### src/rtl/tcp_out_arbiter.sv
// tcp_out_arbiter: packet-granular echo/LASP arbiter onto the 10G output stream.
// Rev 1.0 - echo priority, LASP starvation guard, registered output slice.
`default_nettype none

module tcp_out_arbiter #(
  parameter int STARVE_LIMIT = 4,
  parameter int CNT_W        = 16
) (
  input  logic             Clock,
  input  logic             Reset,
  input  logic [63:0]      EchoTData,
  input  logic [7:0]       EchoTKeep,
  input  logic             EchoTLast,
  input  logic             EchoTValid,
  output logic             EchoTReady,
  input  logic [63:0]      LaspTData,
  input  logic [7:0]       LaspTKeep,
  input  logic             LaspTLast,
  input  logic             LaspTValid,
  output logic             LaspTReady,
  output logic [63:0]      OutTData,
  output logic [7:0]       OutTKeep,
  output logic             OutTLast,
  output logic             OutTValid,
  input  logic             OutTReady,
  input  logic             LaspEnable,
  output logic [CNT_W-1:0] EchoFrames,
  output logic [CNT_W-1:0] LaspFrames,
  output logic             Busy
);

  typedef enum logic [1:0] {
    IDLE       = 2'd0,
    GRANT_ECHO = 2'd1,
    GRANT_LASP = 2'd2
  } state_t;

  localparam logic [7:0] STARVE_LIM8 = 8'(STARVE_LIMIT);

  state_t      state;
  logic [7:0]  starve;
  logic        can_load;
  logic        sel_valid;
  logic [63:0] sel_data;
  logic [7:0]  sel_keep;
  logic        sel_last;
  logic        load;
  logic        lasp_req;
  logic        force_lasp;

  always_comb begin
    sel_valid = 1'b0;
    sel_data  = EchoTData;
    sel_keep  = EchoTKeep;
    sel_last  = EchoTLast;
    case (state)
      GRANT_ECHO: sel_valid = EchoTValid;
      GRANT_LASP: begin
        sel_valid = LaspTValid;
        sel_data  = LaspTData;
        sel_keep  = LaspTKeep;
        sel_last  = LaspTLast;
      end
      default: sel_valid = 1'b0;
    endcase
  end

  // The output slice can accept a beat when empty or draining this cycle.
  assign can_load   = !OutTValid || OutTReady;
  assign load       = sel_valid && can_load;
  assign EchoTReady = (state == GRANT_ECHO) && can_load;
  assign LaspTReady = (state == GRANT_LASP) && can_load;
  assign Busy       = (state != IDLE);

  assign lasp_req   = LaspEnable && LaspTValid;
  assign force_lasp = lasp_req && (starve >= STARVE_LIM8);

  always_ff @(posedge Clock) begin
    if (!Reset) begin
      state      <= IDLE;
      starve     <= 8'd0;
      OutTValid  <= 1'b0;
      OutTData   <= 64'd0;
      OutTKeep   <= 8'd0;
      OutTLast   <= 1'b0;
      EchoFrames <= '0;
      LaspFrames <= '0;
    end else begin
      if (load) begin
        OutTData  <= sel_data;
        OutTKeep  <= sel_keep;
        OutTLast  <= sel_last;
        OutTValid <= 1'b1;
      end else if (OutTReady) begin
        OutTValid <= 1'b0;
      end

      case (state)
        IDLE: begin
          if (force_lasp) begin
            state  <= GRANT_LASP;
            starve <= 8'd0;
          end else if (EchoTValid) begin
            state <= GRANT_ECHO;
            // Count echo grants that made a waiting LASP frame wait longer.
            if (lasp_req && (starve != 8'hFF)) begin
              starve <= starve + 8'd1;
            end else if (!LaspTValid) begin
              starve <= 8'd0;
            end
          end else if (lasp_req) begin
            state  <= GRANT_LASP;
            starve <= 8'd0;
          end else if (!LaspTValid) begin
            starve <= 8'd0;
          end
        end
        GRANT_ECHO: begin
          if (load && EchoTLast) begin
            state      <= IDLE;
            EchoFrames <= EchoFrames + CNT_W'(1);
          end
        end
        GRANT_LASP: begin
          if (load && LaspTLast) begin
            state      <= IDLE;
            LaspFrames <= LaspFrames + CNT_W'(1);
          end
        end
        default: state <= IDLE;
      endcase
    end
  end

endmodule

`default_nettype wire

### config.mk
export PLATFORM = sky130hd
export DESIGN_NAME = tcp_out_arbiter
export DESIGN_NICKNAME = d
export VERILOG_FILES = /design/src/rtl/tcp_out_arbiter.sv
export SDC_FILE = /design/constraint.sdc
export NUM_CORES = 1
export LEC_CHECK = 0
export ABC_AREA = 0
export ABC_CLOCK_PERIOD_IN_PS = 2000
export BUFFER_PORTS_ARGS = -buffer_cell sky130_fd_sc_hd__buf_4
export CORE_ASPECT_RATIO = 0.7
export CORE_MARGIN = 4
export CORE_UTILIZATION = 30
export DETAILED_ROUTE_END_ITERATION = 16
export GPL_ROUTABILITY_DRIVEN = 0
export PLACE_DENSITY = 0.6
export SLEW_MARGIN = 20
export SYNTH_ARGS = -nofsm -noshare
export SYNTH_HDL_FRONTEND = slang
export SYNTH_SLANG_ARGS = --single-unit
export TNS_END_PERCENT = 5
### constraint.sdc
create_clock -name Clock -period 2 [get_ports Clock]
set_input_delay 0.3 -clock Clock [delete_from_list [all_inputs] [get_ports Clock]]
set_output_delay 0.3 -clock Clock [all_outputs]
set_load 0.05 [all_outputs]
==> results.toml <==
[timing]
period_needed_ns = 1.899
rsz0062_at_grt = "yes"
slew_headroom_pct = 64.26
finClkSkew_ns = 0.01242
hold_viol = 0
finalSetupViolCount = 0
worst_pin_slew_ns = 0.5360
holdWs_ns = 0.2388
slew_viol_final = 0
period_share_pct = 94.94
fmax_mhz = 526.7

[drt]
drt_iter0_drc = 176
drc = 0
vias = 4937
wire_per_inst_um = 15.04
via_per_inst = 4.597
antenna_left = 0
drt_first_pass_iters = 4
finalWirelength_mm = 16.15

[floorplan]
die-height_um = 122.9
io_pins = 261
core-area_sq_um = 18260
initial_core_util_pct = 30.95
fp-row-count = 41
die_x_um = 172.1
die-area_sq_um = 21140

[placed_design]
dp_hpwl_mm = 12.03
io_buffer_count = 260
dpl.cell_count = 1035
dpl_cell_area_sq_um = 7879

[clock_tree]
clk_pin_slew_ns = 0.05
cts_made_buffers = 17
ctsHtreeMaxLevel = 4
clock-sinks = 116
cts.path.max_buffers = 2
cts-root-buf = "clkbuf_16"
insertion_delay_ns = 0.40
holdBufCountCts = 0
tritoncts = "done"

[setup_path]
cp.required_ns = 2.32
crit_fanout = 18
cp-start-kind = "register"
crit_type = "reg -> reg"
end_kind = "register"
arrival_ns = 2.21

[final_layout]
finalNetCount = 986
num-fill-cells = 1750
final_common_cell = "buf_4"
ff_latch_area_sq_um = 2322
antenna_cells = 0
stdcell_count = 1074
layout-drive-gt1-share_pct = 47.97
syn_to_final_growth_pct = 51.95
multi_input_area_sq_um = 3015
final_cell_mix = "buf_4, dfxtp_1, nor2_1, mux2i_1, a211oi_2"
fin_area_sq_um = 8589

[synthesis]
ys_ff_latch = 116
ys_types = 42
synth_nets = 720
ys_async_sr_fraction_pct = 0
synth_flop_cell = "dfxtp_1"
synthCells = 561
synth-seq-area-share_pct = 41.08
synth_warnings = 0
syn-cell-area_sq_um = 5653
synth-edff-count = 0
avgSynthCellArea_sq_um = 10.08

[global_route]
grt_pass1_vias = 4557
grt_pass1_wl_mm = 24.01
grt_usage_pct = 14.22
grt_overflow = 0
grt_max_degree = 42
antenna_found_initial = 0

[outcome]
status = "finished, final reports clean"

[pwr]
total_leakage_power_nw = 3.386
power.total_mw = 9.719
power_density_nw_per_um2 = 1132
max-vdd-ir-drop_mv = 0.5256

[flow_run]
drv_cap = 0

[hold_path]
min_path_type = "in -> reg"
report_power, final:
part / switching (mW) / total [mW] / internal [mW]
clock: 1.03 / 3.07 / 2.04
combinational: 2.40 / 3.91 / 1.50
sequential: 0.152 / 2.75 / 2.59
synthesized netlist by cell type, types with 2 or more instances:
| master | n | area, sq um |
|---|---|---|
| mux2i_1 | 77 | 770.7 |
| nand4_4 | 2 | 42.54 |
| and2_1 | 4 | 25.02 |
| buf_6 | 11 | 123.9 |
| buf_2 | 10 | 50.05 |
| inv_1 | 19 | 71.32 |
| buf_4 | 5 | 37.54 |
| nor3_1 | 10 | 50.05 |
| xnor2_1 | 21 | 183.9 |
| a21oi_1 | 6 | 30.03 |
| ha_1 | 7 | 87.58 |
| and3_1 | 2 | 12.51 |
| a211oi_2 | 70 | 875.8 |
| nor4_1 | 10 | 62.56 |
| or3_1 | 6 | 37.54 |
| o21ai_0 | 6 | 30.03 |
| nand3_1 | 12 | 60.06 |
| nand4_1 | 3 | 18.77 |
| nor2_1 | 107 | 401.6 |
| and4_1 | 4 | 35.03 |
| a211oi_1 | 3 | 22.52 |
| nor3b_2 | 2 | 25.02 |
| xor2_1 | 4 | 35.03 |
| nand2_1 | 15 | 56.30 |
| clkbuf_1 | 13 | 48.80 |
| dfxtp_1 | 116 | 2322 |
registers in the layout, summed over array words and instances, names as in the netlist:
signal / count
OutTValid: 1
LaspFrames: 16
OutTData: 64
OutTLast: 1
starve: 8
state: 2
EchoFrames: 16
OutTKeep: 8
critical path, cell delays in order, from the launching register on:
cell      delay [ns]
dfxtp_1         0.39
inv_1           0.09
ha_2            0.43
and3_4          0.34
buf_4           0.29
nor2_1          0.08
a211oi_2        0.19
metrics by stage:
step	TNS [ns]	utilization, %	setup slack [ns]
final	0	47.03	0.1012
after floorplan	0	-	0.1258
after CTS	0	46.49	0.005799
after global routing	-0.08286	47.03	-0.02525
after global placement	0	43.14	0.09689
after detailed placement	0	43.14	0.01059
per-layer routing:
layer	global-route usage [%]	share of wire, %
met1	19.17	46
met2	21.85	46
met3	4.797	7.7
met4	3.829	0.72
met5	0	0
layout make-up:
class	instances	area share, %
Timing Repair Buffer	287	26.54
Tap cell	236	3.438
Sequential cell	116	27.04
Clock inverter	9	1.500
Clock buffer	21	5.477
Multi-Input combinational cell	385	35.11
Inverter	20	0.9031
path summary, 6_finish.rpt:
path / from / to / slack (ns) / cells past startpoint
worst min-delay path: LaspEnable / starve[2] / 0.24 / 3
worst max register to register: state[1] / OutTData[23] / 0.10 / 6
worst max-delay path: state[1] / OutTData[23] / 0.10 / 6
worst min register to register: starve[3] / starve[3] / 0.43 / 2
kinds of logic after synthesis:
logic type | count (synthesis) | share of synthesized area (%)
AOI/OAI and AO/OA | 93 | 18.19
DFF | 116 | 41.08
xor gates and xnor gates | 25 | 3.873
adders and majority gates | 7 | 1.549
and+or+nand+nor | 183 | 15.67
buffers and inverters | 60 | 5.998
muxes | 77 | 13.63
timing repair:
| item | 4_1_cts | 5_1_grt |
|---|---|---|
| pin swaps | 1 | 2 |
| gates cloned | 0 | 1 |
| resized for setup | 3 | 4 |
| endpoints found under the hold margin | 0 | 0 |
| endpoints found under the setup margin | 3 | 83 |
| buffers inserted | 0 | 8 |
(Power assumes the default switching activity.)
